File: src/rtl/pc_pkg.sv
// Shared IF-stage constants: architectural word width and PC reset value.
// Also used by the debug unit so both agree on where execution restarts.
package pc_pkg;

    localparam int                           ARQUITECTURE_BITS = 32;
    localparam logic [ARQUITECTURE_BITS-1:0] PC_RESET_VALUE    = '0;

endpackage : pc_pkg

File: src/rtl/pc.sv
// Program-counter register of the IF stage.
// Flush and clear force the restart address. Otherwise a load happens only when
// the debug unit enables the step and neither halt nor a hazard stall is active.
// o_pc is the register output with no combinational path from any input.
module pc
    import pc_pkg::*;
#(
    parameter int PC_SIZE = ARQUITECTURE_BITS
) (
    input  logic               i_clk,
    input  logic               i_reset,
    input  logic               i_flush,
    input  logic               i_clear,
    input  logic               i_halt,
    input  logic               i_not_load,
    input  logic               i_enable,
    input  logic [PC_SIZE-1:0] i_next_pc,
    output logic [PC_SIZE-1:0] o_pc
);

    // Restart address, resized to this instance's PC width.
    localparam logic [PC_SIZE-1:0] RST_PC = PC_SIZE'(PC_RESET_VALUE);

    logic [PC_SIZE-1:0] pc_q;
    logic               restart;
    logic               load;

    // Flush and clear both take priority over every hold condition.
    always_comb begin
        restart = i_flush | i_clear;
        load    = i_enable & ~i_halt & ~i_not_load;
    end

    // PC register: async reset. Restart has priority over load; otherwise hold.
    always_ff @(posedge i_clk or negedge i_reset) begin
        if (!i_reset)
            pc_q <= RST_PC;
        else if (restart)
            pc_q <= RST_PC;
        else if (load)
            pc_q <= i_next_pc;
    end

    assign o_pc = pc_q;

endmodule : pc

File: config.mk
export PLATFORM = sky130hd
export DESIGN_NAME = pc
export DESIGN_NICKNAME = d
export VERILOG_FILES = /design/src/rtl/pc_pkg.sv /design/src/rtl/pc.sv
export SDC_FILE = /design/constraint.sdc
export NUM_CORES = 1
export LEC_CHECK = 0
export ABC_AREA = 1
export BUFFER_PORTS_ARGS = -buffer_cell sky130_fd_sc_hd__buf_2
export CAP_MARGIN = 20
export CORE_MARGIN = 3
export CORE_UTILIZATION = 40
export CTS_CLUSTER_SIZE = 40
export DETAILED_ROUTE_END_ITERATION = 6
export GPL_TIMING_DRIVEN = 0
export PLACE_DENSITY = 0.7
export SLEW_MARGIN = 25
export SYNTH_ARGS = -nofsm -noshare
export SYNTH_HDL_FRONTEND = slang
export SYNTH_SLANG_ARGS = --single-unit
File: constraint.sdc
create_clock -name i_clk -period 0.82 [get_ports i_clk]
set_input_delay 0.041 -clock i_clk [delete_from_list [all_inputs] [get_ports i_clk]]
set_output_delay 0.041 -clock i_clk [all_outputs]
set_load 0.1 [all_outputs]
==> results of run 1 <==
==> through the flow <==
step                worst slack [ps]  hold slack [ps]
detailed placement              -122              139
floorplan                      -55.3             -255
global placement               -93.3              130
CTS                             -246             -222
==> logic make-up after synthesis <==
family                 after synthesis  synth area share
AND/OR/NAND/NOR                     99             0.362
flip-flops                          32             0.555
buffers and inverters               18            0.0833
==> timing repair <==
| item | in CTS |
|---|---|
| gates resized for setup | 155 |
| hold endpoints to repair | 64 |
| pin swaps | 0 |
| setup endpoints to repair | 32 |
| hold buffers | 32 |
| buffers inserted | 28 |
==> results.toml, run 1 <==
[floorplanning]
num_rows = 21
start_util = 0.422
die_h_um = 66.1
die_w_um = 66.1
ios = 71

[run_status]
stop_stage = "global routing (5_1_grt)"
status = "aborted with a tool error"
error = "[ERROR DPL-0038] Utilization greater than 100%, impossible to legalize"

[timing]
worstEndpointGrtRepair = "o_pc[31]"
worst_endpoint_kind = "primary output"

[yosys]
yosysTopAreaCell = "dfrtp_1"
synth_common_cells = "dfrtp_1, nand2_1, nand3_1, nand4_1"
synth.area.top_cells = "dfrtp_1, nand4_1, nand3_1"
syn_nets = 188
ys_warn_count = 0
synth_cells = 149
synth_cell_type_count = 12
syn_area_mm2 = 0.00144
synth-async-reset-ratio = 1.00
yosysTopAreaCellShare = 0.555
synth-seq-area-share = 0.555
avgSynthCellArea_um2 = 9.68
ys_ff_latch = 32
synth_edf_count = 0
ys.flop_type = "dfrtp_1"

[place]
placed_area_mm2 = 0.00213
dp_hpwl_um = 2940
io_buffers = 70
placedCellCount = 265
gp_congestion = 0.737

[clock_network]
cts-root-buf = "clkbuf_4"
clock-sinks = 32
cts_buffer_depth = 2
htreeDepth = 2
cts_buffers = 5

[global_route]
grt_max_degree = 33
==> run 2: changes to the inputs <==
--- a/config.mk
+++ b/config.mk
@@ -9,11 +9,10 @@
 export BUFFER_PORTS_ARGS = -buffer_cell sky130_fd_sc_hd__buf_2
 export CAP_MARGIN = 20
 export CORE_MARGIN = 3
-export CORE_UTILIZATION = 40
-export CTS_CLUSTER_SIZE = 40
+export CORE_UTILIZATION = 25
 export DETAILED_ROUTE_END_ITERATION = 6
 export GPL_TIMING_DRIVEN = 0
-export PLACE_DENSITY = 0.7
+export PLACE_DENSITY_LB_ADDON = 0.15
 export SLEW_MARGIN = 25
 export SYNTH_ARGS = -nofsm -noshare
 export SYNTH_HDL_FRONTEND = slang
==> run 2 against run 1 <==
Compared with the run above:
- the flow now finishes, with violations (negative hold slack, negative setup slack)
- synthesized area stayed put
- synthesized cell count stayed put
==> results.toml, run 2 <==
[clock_network]
cts_buffer_depth = 2
insertion_delay_ps = 290
htreeDepth = 2
clock-sinks = 32
clkSlewWorstSetupHoldPaths_ps = 80
cts-root-buf = "clkbuf_8"
cts_buffers = 5
ctsHoldBuffers = 9
cts_tree = "yes"

[route]
ant_nets = 0
num_vias = 1543
drt_pass1_iterations = 4
wl_per_cell_um = 14.6
route.detailed.drc = 0
drt_iter0_drc = 25
viasPerCell = 4.61
drt_wl_total_um = 4890

[worst_setup_path]
cp.required_ps = 780
criticalPathCategory = "flop to output port"
critPathBufInv = 1
reg2regPathDepth = 3
startpoint = "o_pc[2]"
setup.worst_path.end_class = "output port"
crit_family = "flip-flops"
r2r_end = "o_pc[12]"
cp-start-kind = "flop"
cp_slowest_stage_delay_ps = 500
r2r_setup_slack_ps = -30
regToRegStartpoint = "o_pc[12]"
path_depth = 1
crit_path_end = "o_pc[2]"
cp_max_fo = 2
crit_slowest_cell = "dfrtp_4"
path_cells = "buf_12"
arrival_ps = 970

[finish]
postLayoutCoreUtil = 0.565
nets = 301
final_cell_mix = "buf_2, buf_6, nand3_2"
largest_reg_flops = 32
drive_above_1_share = 0.711
n_fill_cell = 487
layout_commonest_cell = "buf_2"
fin_area_mm2 = 0.00313
num_antenna_cells = 0
syn2layout_area_growth_pct = 117
instances_no_fill = 335

[global_route]
grt_max_degree = 33
grt.overflow.total = 0
grt_pass1_vias = 1605
globalRouteTotalUtil = 0.157
grt_pass1_wl_um = 7850
antenna_found_initial = 0

[power]
power_frac_comb = 0.192
switching_share = 0.291
peakVddDrop_v = 0.000671
clkPwrFrac = 0.353
pwr-share-seq = 0.455
power.switching_uw = 1050
cellLeakagePower_uw = 0.00140
powerDensity_mw_per_mm2 = 1150
p_int_uw = 2550

[yosys]
synth-seq-area-share = 0.555
syn_area_mm2 = 0.00144
synth_cells = 149
ys.flop_type = "dfrtp_1"
synth-async-reset-ratio = 1.00
synth.area.top_cells = "dfrtp_1, nand4_1, nand3_1"
avgSynthCellArea_um2 = 9.68
ys_ff_latch = 32
ys_warn_count = 0
yosysTopAreaCellShare = 0.555
synth_cell_type_count = 12
synth_edf_count = 0
synth_common_cells = "dfrtp_1, nand2_1, nand3_1, nand4_1"
yosysTopAreaCell = "dfrtp_1"
syn_nets = 188

[place]
io_buffers = 70
dp_slack_ps = -213
placedCellCount = 291
placed_area_mm2 = 0.00216
gp_congestion = 0.683
dp_hpwl_um = 3170

[floorplanning]
die_h_um = 82.0
num_rows = 27
die_w_um = 82.0
core_area_mm2 = 0.00554
start_util = 0.260
dieArea_mm2 = 0.00672
ios = 71

[timing]
hold_viol = 32
timing.final.crit_share = 1.24
slew_violations = 0
whs_ps = -180
tns_ps = -5890
worst_slack_ps = -193
slew-limit-headroom = 0.497
rsz0062_at_grt = "true"
skew_ps = 0
setup_viol = 54
worst_slew_pin_slew_ps = 755
period_needed_ps = 1010
max_freq_mhz = 987

[job]
max-cap-violations = 0

[run_status]
violations = "negative hold slack, negative setup slack"
status = "finished, violations left"

[worst_hold_path]
hold_path.class = "input pin to async pin"
-- run 2: cell counts after synthesis --
Identical to the previous run, type by type.
-- run 2: power by group through the flow --
stage          combinational [uW]  sequential (uW)  clock, uW
2_1_floorplan                 185             1820          0
3_3_place_gp                  559             1660          0
3_5_place_dp                  558             1660          0
4_1_cts                       693             1640       1330
5_1_grt                       742             1640       1380
6_report                      691             1640       1270
-- run 2: worst min path at each step --
stage / cells after the start / slack, ps / to / from
after CTS: 1 / -160 / o_pc[24] / i_reset
after global placement: 1 / 160 / o_pc[9] / i_reset
after detailed placement: 1 / 160 / o_pc[9] / i_reset
after floorplan: 0 / -250 / o_pc[0] / i_reset
after global routing: 1 / -130 / o_pc[31] / i_reset
final: 1 / -180 / o_pc[31] / i_reset
-- run 2: stage by stage --
| step | hold slack, ps | total power, uW |
|---|---|---|
| floorplan | -255 | 2010 |
| global placement | 157 | 2220 |
| detailed placement | 159 | 2220 |
| CTS | -158 | 3660 |
| global route | -131 | 3770 |
| finish | -180 | 3600 |
-- run 2: logic make-up (layout without fill, tap and decap cells) --
family	Yosys count	count (layout)	share of synthesized area
buffers and inverters	18	132	0.0833
DFF	32	32	0.555
and+or+nand+nor	99	99	0.362
-- run 2: what timing repair did --
action,4_1_cts,5_1_grt
setup endpoints to repair,32,55
pin swaps,0,14
buffers inserted,23,18
resized for setup,150,20
endpoints found under the hold margin,41,32
-- run 2: cell type report --
type,instances,area (um^2),share of cell area
Tap cell,72,90.1,0.0288
Timing Repair Buffer,106,1220,0.391
Inverter,3,11.3,0.00359
Clock buffer,6,82.6,0.0264
Buffer,15,109,0.0347
Sequential cell,32,921,0.294
Clock inverter,2,10.0,0.00319
Multi-Input combinational cell,99,684,0.218
-- run 2: routing by layer --
metal  track usage  share of wire  routed length, um  vias up
li1              -              -                  -      753
met1         0.187           0.40               1960      735
met2         0.266           0.52               2550       47
met3        0.0482          0.061                299        8
met4        0.0548          0.017                 83        0
met5             0              0                  0        -
-- run 2: worst reg2reg max path: cells and delay by family (launching register included) --
family,cells,cell delay [ps]
DFF,1,500
and+or+nand+nor,2,110
buffers and inverters,1,130
(Power assumes the default switching activity.)
==> run 3: changes to the inputs <==
--- a/config.mk
+++ b/config.mk
@@ -13,6 +13,7 @@
 export DETAILED_ROUTE_END_ITERATION = 6
 export GPL_TIMING_DRIVEN = 0
 export PLACE_DENSITY_LB_ADDON = 0.15
+export SETUP_SLACK_MARGIN = 0.5
 export SLEW_MARGIN = 25
 export SYNTH_ARGS = -nofsm -noshare
 export SYNTH_HDL_FRONTEND = slang
==> run 3 against run 2 <==
Compared with the run above:
- the run still ends with negative hold slack, negative setup slack left
- sequential share of layout area is 0.67 points lower
- largest cell class unchanged
- die area stayed put
- clock skew stayed put
- cell count is 1.5% higher
- worst setup slack gained 1.7 ps
- critical path depth unchanged
- highest routed layer unchanged
==> results.toml, run 3 (synthesis results as in run 2) <==
[finish]
nets = 306
postLayoutCoreUtil = 0.579
drive_above_1_share = 0.757
n_fill_cell = 477
final_cell_mix = "buf_6, buf_2, nand3_2"
largest_reg_flops = 32
num_antenna_cells = 0
syn2layout_area_growth_pct = 122
layout_commonest_cell = "buf_6"

[worst_setup_path]
crit_slowest_cell = "dfrtp_4"
cp_slowest_stage_delay_ps = 500
crit_family = "flip-flops"
criticalPathCategory = "flop to output port"
cp_max_fo = 2
critPathBufInv = 1
arrival_ps = 970
setup.worst_path.end_class = "output port"
path_cells = "buf_12"
cp-start-kind = "flop"
cp.required_ps = 780
reg2regPathDepth = 4
path_depth = 1

[floorplanning]
num_rows = 27
ios = 71
start_util = 0.260
core_area_mm2 = 0.00554
dieArea_mm2 = 0.00672
die_w_um = 82.0
die_h_um = 82.0

[timing]
whs_ps = -309
slew-limit-headroom = 0.715
slew_violations = 0
period_needed_ps = 1010
hold_viol = 34
rsz0062_at_grt = "true"
max_freq_mhz = 989
skew_ps = 0
worst_slack_ps = -191
worst_slew_pin_slew_ps = 428
timing.final.crit_share = 1.23
setup_viol = 51

[global_route]
grt.overflow.total = 0
antenna_found_initial = 0
grt_pass1_vias = 1566
grt_max_degree = 33
grt_pass1_wl_um = 7730
globalRouteTotalUtil = 0.155

[clock_network]
clock-sinks = 32
insertion_delay_ps = 290
clkSlewWorstSetupHoldPaths_ps = 70
cts_buffers = 5
cts_buffer_depth = 2
cts-root-buf = "clkbuf_8"
cts_tree = "yes"
htreeDepth = 2

[job]
max-cap-violations = 0

[route]
drt_pass1_iterations = 4
ant_nets = 0
drt_iter0_drc = 38
route.detailed.drc = 0
drt_wl_total_um = 4950
num_vias = 1537
wl_per_cell_um = 14.6
viasPerCell = 4.52

[run_status]
violations = "negative hold slack, negative setup slack"
status = "finished, violations left"

[worst_hold_path]
hold_path.class = "input pin to async pin"

[place]
gp_congestion = 0.683
io_buffers = 70
dp_hpwl_um = 3170

[power]
powerDensity_mw_per_mm2 = 1120
peakVddDrop_v = 0.000660
cellLeakagePower_uw = 0.00146
power_uw = 3580
## run 3: final timing paths
check	from	endpoint	slack (ps)
max reg2reg	o_pc[12]	o_pc[12]	-120
max	o_pc[30]	o_pc[30]	-190
min reg2reg	o_pc[25]	o_pc[25]	570
min in group i_clk	i_next_pc[3]	o_pc[3]	0
max in group asynchronous	i_reset	o_pc[25]	780
min	i_reset	o_pc[24]	-310
## run 3: layout make-up
type                       instances  area [um^2]  area share
buffer                            15          111      0.0347
tap                               72         90.1      0.0281
timing repair buffer             111         1290       0.404
inverter                           3         11.3     0.00351
clock buffer                       6         82.6      0.0258
sequential                        32          921       0.287
clock inverter                     2         10.0     0.00312
multi-input combinational         99          684       0.214
## run 3: what timing repair did
item / in CTS / in global routing
resized for setup: 152 / 23
pin swaps: 0 / 1
endpoints found under the setup margin: 96 / 64
buffers inserted: 23 / 18
cloned: 0 / 0
endpoints found under the hold margin: 41 / 34
## run 3: routing by layer
layer | global-route usage | up-vias | routed length (um)
met2 | 0.258 | 40 | 2550
met4 | 0.0548 | 0 | 83
met3 | 0.0493 | 8 | 270
met5 | 0 | - | 0
li1 | - | 762 | -
met1 | 0.186 | 727 | 2040
## run 3: through the flow
stage | area, um^2 | setup WS, ps | TNS (ps) | cells
finish | 3210 | -191 | -7160 | 340
global route | 3210 | -222 | -8830 | 340
CTS | 3000 | -208 | -6230 | 322
detailed placement | 2160 | -213 | -5580 | 291
global placement | 2160 | -207 | -5480 | 291
floorplan | 1720 | -55.3 | -1670 | 149
## run 3: where the power goes
part / leakage [uW] / internal, uW / switching [uW]
registers: 0.000382 / 1610 / 27.7
clock network: 0.0000510 / 669 / 592
logic: 0.00102 / 264 / 420
